===== src/rtl/uart_rx_ctrl.sv =====
// UART receive frame controller: start detection, bit/edge counting,
// LSB-first deserialization, parity/stop checking and data_valid strobe.
module uart_rx_ctrl #(
   parameter int DATA_WIDTH = 8
) (
   input  logic                  CLK,
   input  logic                  RST,
   input  logic                  RX_IN,
   input  logic [4:0]            prescale,
   input  logic                  PAR_EN,
   input  logic                  PAR_TYP,
   input  logic                  sampled_bit,
   output logic                  dat_samp_en,
   output logic [2:0]            edge_cnt,
   output logic [3:0]            bit_cnt,
   output logic [DATA_WIDTH-1:0] P_DATA,
   output logic                  data_valid,
   output logic                  par_err,
   output logic                  stp_err
);

   typedef enum logic [2:0] {IDLE, START, DATA, PARITY, STOP} state_t;

   state_t state;
   logic   p8;        // latched prescale: 1 = 8, 0 = 4
   logic   par_en_q;
   logic   par_typ_q;
   logic   last_edge;
   logic   legal_pre;

   assign last_edge = (edge_cnt == (p8 ? 3'd7 : 3'd3));
   assign legal_pre = (prescale == 5'd4) || (prescale == 5'd8);

   always_ff @(posedge CLK or negedge RST) begin
      if (!RST) begin
         state       <= IDLE;
         p8          <= 1'b0;
         par_en_q    <= 1'b0;
         par_typ_q   <= 1'b0;
         dat_samp_en <= 1'b0;
         edge_cnt    <= 3'd0;
         bit_cnt     <= 4'd0;
         P_DATA      <= '0;
         data_valid  <= 1'b0;
         par_err     <= 1'b0;
         stp_err     <= 1'b0;
      end else begin
         data_valid <= 1'b0;
         if (state == IDLE) begin
            dat_samp_en <= 1'b0;
            edge_cnt    <= 3'd0;
            if (!RX_IN && legal_pre) begin
               state       <= START;
               dat_samp_en <= 1'b1;
               bit_cnt     <= 4'd0;
               p8          <= (prescale == 5'd8);
               par_en_q    <= PAR_EN;
               par_typ_q   <= PAR_TYP;
               par_err     <= 1'b0;
               stp_err     <= 1'b0;
            end
         end else begin
            edge_cnt <= last_edge ? 3'd0 : edge_cnt + 3'd1;
            if (last_edge) begin
               case (state)
                  START: begin
                     if (sampled_bit) begin
                        state       <= IDLE;
                        dat_samp_en <= 1'b0;
                     end else begin
                        state   <= DATA;
                        bit_cnt <= 4'd0;
                     end
                  end
                  DATA: begin
                     for (int i = 0; i < DATA_WIDTH; i++)
                        if (bit_cnt == 4'(i)) P_DATA[i] <= sampled_bit;
                     if (bit_cnt == 4'(DATA_WIDTH - 1)) begin
                        bit_cnt <= 4'd0;
                        state   <= par_en_q ? PARITY : STOP;
                     end else begin
                        bit_cnt <= bit_cnt + 4'd1;
                     end
                  end
                  PARITY: begin
                     par_err <= (sampled_bit != ((^P_DATA) ^ par_typ_q));
                     state   <= STOP;
                  end
                  STOP: begin
                     stp_err     <= ~sampled_bit;
                     data_valid  <= ~par_err & sampled_bit;
                     dat_samp_en <= 1'b0;
                     state       <= IDLE;
                  end
                  default: state <= IDLE;
               endcase
            end
         end
      end
   end

endmodule

===== config.mk =====
export PLATFORM = sky130hd
export DESIGN_NAME = uart_rx_ctrl
export DESIGN_NICKNAME = d
export VERILOG_FILES = /design/src/rtl/uart_rx_ctrl.sv
export SDC_FILE = /design/constraint.sdc
export NUM_CORES = 1
export LEC_CHECK = 0
export BUFFER_PORTS_ARGS = -buffer_cell sky130_fd_sc_hd__buf_4
export CORE_UTILIZATION = 43
export DETAILED_ROUTE_END_ITERATION = 8
export GPL_ROUTABILITY_DRIVEN = 0
export PLACE_DENSITY_LB_ADDON = 0.05
export SYNTH_ARGS = -nofsm -noshare
export SYNTH_HDL_FRONTEND = slang
export SYNTH_SLANG_ARGS = --single-unit

===== constraint.sdc =====
create_clock -name CLK -period 2.7 [get_ports CLK]
set_clock_uncertainty 0.2 [all_clocks]
set_input_delay 0 -clock CLK [delete_from_list [all_inputs] [get_ports CLK]]
set_output_delay 0 -clock CLK [all_outputs]
set_load 0.02 [all_outputs]

After elaboration in Yosys (flattened, before gate mapping)

Cells that the tools add are included.

Flip-flop bits (word level): 25
Input bits: 11
Output and inout bits: 19
Word-level logic and storage cells: 100

$add $sub $neg: 2
Equality and inequality tests: 19
Multiplexer cells: 31
Bitwise logic cells: 5
Reduce and logical (&&, ||, !) cells: 25

Operator list:

| operator                                            | number |
|---|---|
| AND reduction 4 bit                                 | 9 |
| two-way mux 3 bit                                   | 8 |
| two-way mux 4 bit                                   | 5 |
| equality test 4 x 3 -> 1 bit, second input constant | 4 |
| two-way mux 1 bit                                   | 14 |
| AND reduction 3 bit                                 | 4 |
| != test 3 bit, second input constant                | 3 |
| one-hot mux 3 bit (3 select lines)                  | 1 |
| equality test 4 x 2 -> 1 bit, second input constant | 2 |
| one-hot mux 4 bit (2 select lines)                  | 1 |
| parity 8 bit                                        | 1 |
| equality test 3 x 2 -> 1 bit, second input constant | 2 |
| nonzero test 2 bit                                  | 3 |
| nonzero test 3 bit                                  | 2 |
| equality test 5 x 3 -> 1 bit, second input constant | 1 |
| equality test 5 x 4 -> 1 bit, second input constant | 1 |
| adder 4 x 1 -> 4 bit, second input constant         | 1 |
| equality test 4 x 1 -> 1 bit, second input constant | 1 |
| logical NOT 4 bit                                   | 1 |
| adder 3 x 1 -> 3 bit, second input constant         | 1 |
| equality test 3 x 1 -> 1 bit, second input constant | 1 |
| equality test 3 bit                                 | 1 |
| equality test 3 bit, second input constant          | 1 |
| logical NOT 3 bit                                   | 1 |
| other kinds (11)                                    | 13 |

Depth between registers and ports, before layout

Gate-level depths: netlist of the first run.

Word-level depth: 6
Depth in mapped cells: 5
Depth with buffers taken out: 4

Least setup slack after synthesis of the first run

Ideal clock, no wire load.

Kind: reg-to-reg
Start: register state[0]
End: register state[2]
Setup time: 125 ps
Data arrival time: 1944 ps
Data required time: 2375 ps
Path slack: 431 ps
Stages on the path, launching flop included: 6
Path buffers: 1
Period minus slack after synthesis: 2269 ps
Cell sequence: dfrtp_1 or3_4 or4_4 buf_6 a21oi_1 mux2_2

Cells in the longest elaborated chain, start to end: 4
Elaborated cells on any way between the ends: 11
Classes of those cells: 5 x eq/ne; 3 x mux; 3 x reduce/logical

RTL lines:

| item                                                                         | line | RTL |
|---|---|---|
| start: declaration                                                           | 24   | `state_t state;` |
| start signal: assignment                                                     | 80   | `state <= par_en_q ? PARITY : STOP;` |
| equality test 3 x 2 -> 1 bit or equality test 3 x 1 -> 1 bit (tied branches) | 65   | `case (state)` |
| one-hot mux 3 bit (3 select lines)                                           | 65   |  |
| two-way mux 3 bit                                                            | 64   | `if (last_edge) begin` |
| two-way mux 3 bit                                                            | 49   | `if (state == IDLE) begin` |

Several ways; a longest one is shown, not always the timed one. The select of a mux whose other input is x is not followed.
A chain may end at the register's enable or synchronous reset.

Worst setup path in the final report of the first run

Start: register state[0]
End: register stp_err

Cells in the longest elaborated chain, start to end: 3
Elaborated cells on any way between the ends: 7
Classes of those cells: 2 x eq/ne; 1 x mux; 4 x reduce/logical

RTL lines:

| item                                                                          | line   | RTL |
|---|---|---|
| equality test 3 bit or logical NOT 3 bit (tied branches)                      | 65, 49 |  |
| nonzero test 2 bit (no source line) or != test 2 x 1 -> 1 bit (tied branches) | --     |  |
| AND reduction 3 bit (no source line)                                          | --     |  |
| end signal: assignment                                                        | 90     | `stp_err <= ~sampled_bit;` |
| end: declaration                                                              | 19     | `output logic stp_err` |

Several ways; a longest one is shown, not always the timed one.

==> results.md, run 1 <==
- The latest clock arrival within the worst-skew pair is around 310 ps.
- The number of inserted filler cells in the final layout is 301.
- The number of diodes is 0.
- The number of synthesized flops with an enable pin is 0.
- Before CTS, the worst setup slack after placement is 441.1 ps.
- The post-DP HPWL is 2.242 mm.
- Input and output buffers added on the ports amount to 29.
- The post-synthesis sequential area ratio is 0.4456.
- The initial antenna violation count is 0.
- The total overflow reported by the global router is 0.
- The residual antenna-violating net count after detailed routing is 0.
- The number of different library cells in the post-synthesis netlist is 45.
- For this design the top-level I/O count stands at 30.
- Setup repair after global routing left no endpoint under its margin.
- Entering global routing, the biggest net connects 26 pins.
- The flip-flop and latch count after synthesis is 25.
- The area enclosed by the die boundary is about 3500 um2.
- The number of nets in the layout is 196.
- Clock-pin slew was measured on the worst setup and hold paths at around 140 ps.
- The highest attainable clock frequency is around 0.38 GHz.
- Power spread over the standard cell area amounts to 741.2 nW/um2.
- Summed over all cells, the static leakage comes to 0.8190 nW.
- The number of buffers inserted during clock tree synthesis is 3.
- The class of the worst hold path is in2reg.
- The via total after detailed routing is 1180.
- The via count of the first global-routing pass is 1083.
- The normalized max-slew margin is 0.6830.
- The most common library cell in the layout ignoring fill and taps is buf_4.
- In this run the worst path has a maximum fanout of 10.
- The flow ran to the end, and the final reports show no timing, DRC or antenna violations.
- Relative to the synthesized area, the layout overhead comes to 31.73%.
- The time the final worst path needs with I/O delays and setup is approximately 2600 ps.
- TritonCTS built the clock tree.
- The total detailed-routing wirelength is about 3.1 mm.
- Data on the critical path arrives at its endpoint at 2620 ps.
- The total routing resource utilization after global routing is 0.1967.
- The final count of hold timing violations was 0.
- The reported max-cap violation count is 0.
- STA classifies the critical path endpoint as a flop.
- The number of sinks driven by the clock tree is 25.
- After detailed routing, the number of vias per cell comes to 5.291.
- The depth of the CTS H-tree is 1.
- The total standard cell area after synthesis is between 1000 and 1500 um2.
- The worst-case IR drop observed on VDD is 362.3 uV.
- The layout cell share with drive strength beyond 1 is 0.2961.
- Data on the critical path is required at its endpoint by around 2700 ps.
- The core area is 3078 um2.
- The top cell types in the final layout, fill and taps aside, are buf_4, dfrtp_1, nand2_1.
- The floorplan step set the die height to 59.14 um.
- The startpoint type of the worst setup path is a flop.
- The critical path is of the reg2reg type.
- The measured slew at the worst slew-check pin is 473.3 ps.
- The final total negative setup slack is 0 ps.
- The first-pass GRT wire length is about 5 mm.
- The max-slew violation count was 0.
- The overall power of the completed layout is about 1.4 mW.
- The initial DRC count is 31.
- The number of remaining DRC errors is 0.
- The count of warnings emitted by yosys is 0.
- In this run the deepest clock path goes through 2 buffers.
- The number of setup violations in the final report is 0.
- The length of the first detailed-routing pass in iterations is 4.
- The average cell area after synthesis is 10.40 um2.
- The row count is 20.
- For this configuration, the core starts out at a cell density of 0.4561.
- The most common flop cell mapped by yosys is dfrtp_1.
- The buffer cell driving the clock tree root is clkbuf_4.
- Across all setup checks in the final design, the least slack found is 89.99 ps.
- The die is a little under 60 um wide.
- The number of nets in the synthesized netlist is 151.
- Synthesis produced between 100 and 150 cells.
- The share of synthesized flip-flops with an asynchronous set or reset is 1.000.
- Of the available clock period, the critical path in the final layout requires 0.9667.
- Dividing the detail-routed wire length by the instance count gives 14.04 um.
[layer usage]
metal | share of wire | vias up | track usage | routed length, um
li1 | - | 577 | - | -
met1 | 0.48 | 576 | 0.2717 | 1493
met2 | 0.48 | 25 | 0.3247 | 1512
met3 | 0.034 | 2 | 0.02620 | 105
met4 | 0.0061 | 0 | 0.05102 | 19
met5 | 0 | - | 0 | 0
[report_power, final]
part | internal [mW] | switching [mW]
logic | 0.313 | 0.365
clock network | 0.0553 | 0.110
registers | 0.462 | 0.0657
total | 0.830 | 0.541
[Yosys cell counts (2+ instances only)]
| master | number | area, um2 |
|---|---|---|
| a21oi_1 | 4 | 20.02 |
| a32o_1 | 2 | 20.02 |
| and2_1 | 2 | 12.51 |
| and4_1 | 2 | 17.52 |
| clkbuf_1 | 4 | 15.01 |
| dfrtp_1 | 25 | 625.6 |
| ha_1 | 5 | 62.56 |
| inv_1 | 7 | 26.28 |
| mux2_2 | 9 | 101.4 |
| mux2i_1 | 2 | 20.02 |
| nand2_1 | 18 | 67.56 |
| nand3_1 | 5 | 25.02 |
| nor2_1 | 5 | 18.77 |
| nor3_1 | 2 | 10.01 |
| nor3b_1 | 3 | 22.52 |
| o2111ai_1 | 2 | 17.52 |
| o211ai_1 | 2 | 15.01 |
| o21ai_0 | 2 | 10.01 |
| xnor2_1 | 8 | 70.07 |
[worst max-delay path: stages (launching register included)]
cell           delay [ps]
dfrtp_1               400
or3_4                 410
or4_4                 620
a21boi_0              220
o22ai_1               100
dlygate4sd3_1         560
[what timing repair did]
action                                 4_1_cts  5_1_grt
setup endpoints to repair                    0        1
hold buffers                                12        0
buffers inserted                             0        0
gates resized for setup                      0        1
endpoints found under the hold margin       43        0
[final timing paths]
check                             from  cells after the start  slack, ps          end
setup / recovery              state[0]                      5         90      stp_err
hold / removal             prescale[3]                      4         60  dat_samp_en
setup reg to reg              state[0]                      5         90      stp_err
hold reg to reg                par_err                      1        280   data_valid
max in group asynchronous          RST                      4       1680   bit_cnt[0]
min in group asynchronous          RST                      4        480  edge_cnt[0]
[flip-flops by register name, summed over array words and instances, names as in the netlist]
name	flops
data_valid	1
stp_err	1
par_err	1
bit_cnt	4
p8	1
par_typ_q	1
P_DATA	8
edge_cnt	3
dat_samp_en	1
state	3
par_en_q	1
[final cells by class]
| type | instances | area (um2) | share of cell area |
|---|---|---|---|
| sequential | 25 | 625.6 | 0.3383 |
| clock buffer | 3 | 22.52 | 0.01218 |
| inverter | 7 | 26.28 | 0.01421 |
| tap | 44 | 55.05 | 0.02977 |
| timing repair buffer | 46 | 385.4 | 0.2084 |
| clock inverter | 1 | 5.005 | 0.002706 |
| multi-input combinational | 97 | 729.5 | 0.3945 |
[stage by stage]
step	hold slack, ps	cells	instance area [um2]	util
after global routing	72.07	223	1849	0.6008
after detailed placement	-272.7	207	1684	0.5472
after global placement	-275.7	207	1684	0.5472
after floorplan	-495.6	135	1404	-
final	60.57	223	1849	0.6008
after CTS	14.43	223	1842	0.5984
[logic make-up (layout without fill, tap and decap cells)]
family / Yosys count / after routing / synth area share
AO/OA/AOI/OAI: 23 / 23 / 0.1239
XOR/XNOR: 10 / 10 / 0.07219
adder cells (fa/ha/maj): 5 / 5 / 0.04456
buffers and inverters: 13 / 57 / 0.04010
flip-flops: 25 / 25 / 0.4456
multiplexers: 11 / 11 / 0.08646
AND/OR/NAND/NOR: 48 / 48 / 0.1872
(Power assumes the default switching activity.)
==> inputs of run 2 (changes only) <==
==> constraint.sdc (replaced) <==
create_clock -name CLK -period 3.3 [get_ports CLK]
set_clock_uncertainty 0.2 [all_clocks]
set_input_delay 0 -clock CLK [delete_from_list [all_inputs] [get_ports CLK]]
set_output_delay 0 -clock CLK [all_outputs]
set_load 0.02 [all_outputs]
==> run 2 against run 1 <==
  * Register-to-register slack improved by 150 ps
  * Highest routed layer unchanged
  * Via count decreased by 1.4%
  * Largest cell class unchanged
  * Global-route usage shrank 0.87 points
==> results.md, run 2 (same netlist as run 1, synthesis figures left out) <==
- The worst pin sits at a relative slew slack of 0.6125.
- Once layout is complete, the utilization of the core stands at 0.5939.
- The flow ran to the end, and the final reports show no timing, DRC or antenna violations.
- At the pin with the least slew margin, the transition time is 577.2 ps.
- The total of buffers placed on input and output ports is 29.
- Timing analysis after detailed placement gives a worst setup slack of 841.8 ps.
- The register with the most flip-flops in the layout has 8 of them.
- The worst setup path is captured at a flop.
- The routed design uses 80 um of met3 wire.
- The layout cell share with drive strength beyond 1 is 0.2784.
- The tree is rooted in a clkbuf_4.
- The class of the worst hold path is in2reg.
- The leakage power is 0.7988 nW.
- The number of buffers added for setup after CTS is 0.
- The highest attainable clock frequency is 0.3264 GHz.
- Buffers inserted during clock tree synthesis total 3.
- In this run the power density over the cells is between 600 and 700 nW/um2.
- In the final layout, the registers with the most flip-flops are P_DATA (8), bit_cnt (4).
- The number of setup violations in the final report is 0.
- Entering global routing, the biggest net connects 26 pins.
- The area enclosed by the die boundary is 3498 um2.
- The top cell types in the final layout, fill and taps aside, are buf_4, dfrtp_1, nand2_1.
- The top fanout value on the critical path is 14.
- The worst hold path begins at prescale[4].
- The switching power summed over all nets is 0.4409 mW.
- The initial antenna violation count was 0.
- The worst setup path startpoint is state[0].
- For this block, wires on met1 add up to roughly 1.5 mm.
- The met2 layer wire length in the routed design is 1.361 mm.
- The final layout contains ~190 nets.
- Of the total power, combinational logic draws 0.443.
- Dividing the final minimum period by the clock period gives 0.9284.
- The total overflow reported by the global router is 0.
- The post-DP HPWL is 2.199 mm.
- The via count of the first global-routing pass is 1087.
- The core region is between 3000 and 4000 um2.
- The time the final worst path needs with I/O delays and setup is slightly above 3000 ps.
- The die is around 59 um wide.
- At the later pin of the worst-skew pair, clock insertion delay measures ~330 ps.
- The worst path required time is roughly 3400 ps.
- The clock passes through at most 2 buffers.
- The switching share of power is 0.3991.
- The routed layout has 1164 vias.
- The worst hold path depth is 4.
- The residual antenna-violating net count after detailed routing is 0.
- The worst ir drop on vdd is ~390 uV.
- The overall power of the completed layout is 1.105 mW.
- The register with the highest flop count is P_DATA.
- The clock tree from TritonCTS is yes.
- The repair_antennas step left the layout with diodes totalling 0.
- The number of cells on the worst reg-to-reg path is 7.
- The routed design has approximately 3.0 mm of wire.
- The row count is 20.
- The reported max-cap violation count is 0.
- Of the total power, the clock network draws 0.127.
- After detailed routing, the average wire length per cell comes to 13.68 um.
- After detailed routing, the number of vias per cell comes to 5.291.
- STA puts the critical path data arrival time at 3140 ps.
- The cell internal power dissipation is 0.6639 mW.
- The sequential share of power is 0.430.
- Setup repair after global routing left no endpoint under its margin.
- 30 I/O pins were placed.
- The highest metal layer used by the detailed router is met4.
- The first detailed-routing pass took 4 iterations.
- The startpoint type of the worst setup path is a flop.
- The area growth from synthesis to layout is 30.21%.
- Summed over all failing endpoints, the final setup total negative slack is 0 ps.
- The launching point of the worst reg2reg path is state[0].
- The max-slew violation count is 0.
- The setup path with the least slack is of type reg2reg.
- Setup slack closes at ~240 ps.
- The number of sinks driven by the clock tree is 25.
- The number of remaining DRC errors is 0.
- The die height is 59.14 um.
- The first-pass GRT wire length is between 4 and 5 mm.
- The depth of the CTS H-tree is 1.
- The library cell used most frequently in the layout, excluding fill and tap cells, is buf_4.
- The initial DRC count is 32.
- The clock transition at the registers of the reported paths is 140 ps.
- The total routing resource utilization after global routing is 0.1880.
- The initial cell density of the core is 0.4561.
- The final count of hold timing violations is 0.
## run 2: cell types whose count changed in the layout (fill, tap and decap cells not counted)
cell | previous run | this run
o41ai_2 | 1 | 0
nor4_1 | 1 | 0
dlygate4sd3_1 | 11 | 12
nor4_2 | 0 | 1
buf_4 | 34 | 30
o41ai_1 | 0 | 1
## run 2: layout make-up
class | instances | area, um2
clock inverters | 1 | 5.005
inverters | 7 | 26.28
well taps | 44 | 55.05
flip-flops and latches | 25 | 625.6
clock buffers | 3 | 22.52
fillers | 286 | 1250
multi-input cells | 97 | 728.2
repair buffers | 43 | 365.4
## run 2: layer usage
layer / GRT usage / vias up
met5: 0 / -
met4: 0.07143 / 0
li1: - / 569
met2: 0.2971 / 24
met1: 0.2647 / 566
met3: 0.01965 / 5
## run 2: power by group through the flow
stage | combinational, mW | clock [mW] | sequential, mW
6_report | 0.489 | 0.141 | 0.475
5_1_grt | 0.543 | 0.163 | 0.492
4_1_cts | 0.487 | 0.150 | 0.476
3_5_place_dp | 0.457 | 0 | 0.483
3_3_place_gp | 0.455 | 0 | 0.478
2_1_floorplan | 0.297 | 0 | 0.490
## run 2: worst paths after layout
kind | endpoint | slack (ps)
max in group asynchronous | state[2] | 2280
worst min-delay path | dat_samp_en | 40
worst max-delay path | par_typ_q | 240
worst max register to register | par_typ_q | 240
worst min register to register | edge_cnt[0] | 290
min in group asynchronous | P_DATA[2] | 470
## run 2: critical path: stages (launching register included)
cell	delay, ps
dfrtp_1	540
or3_4	470
nor4_2	400
buf_4	200
nand2_1	50
dlygate4sd3_1	550
nand2_1	60
dlygate4sd3_1	540
## run 2: what timing repair did
item | 4_1_cts | 5_1_grt
hold buffers | 13 | 0
setup endpoints to repair | 0 | 2
gates resized for setup | 0 | 1
endpoints found under the hold margin | 42 | 0
## run 2: through the flow
step,instance area [um2],hold slack [ps],std cells
after floorplan,1404,-495.6,135
final,1828,42.31,220
after global placement,1654,-275.0,203
after CTS,1822,2.455,220
after global routing,1828,55.12,220
after detailed placement,1654,-273.8,203
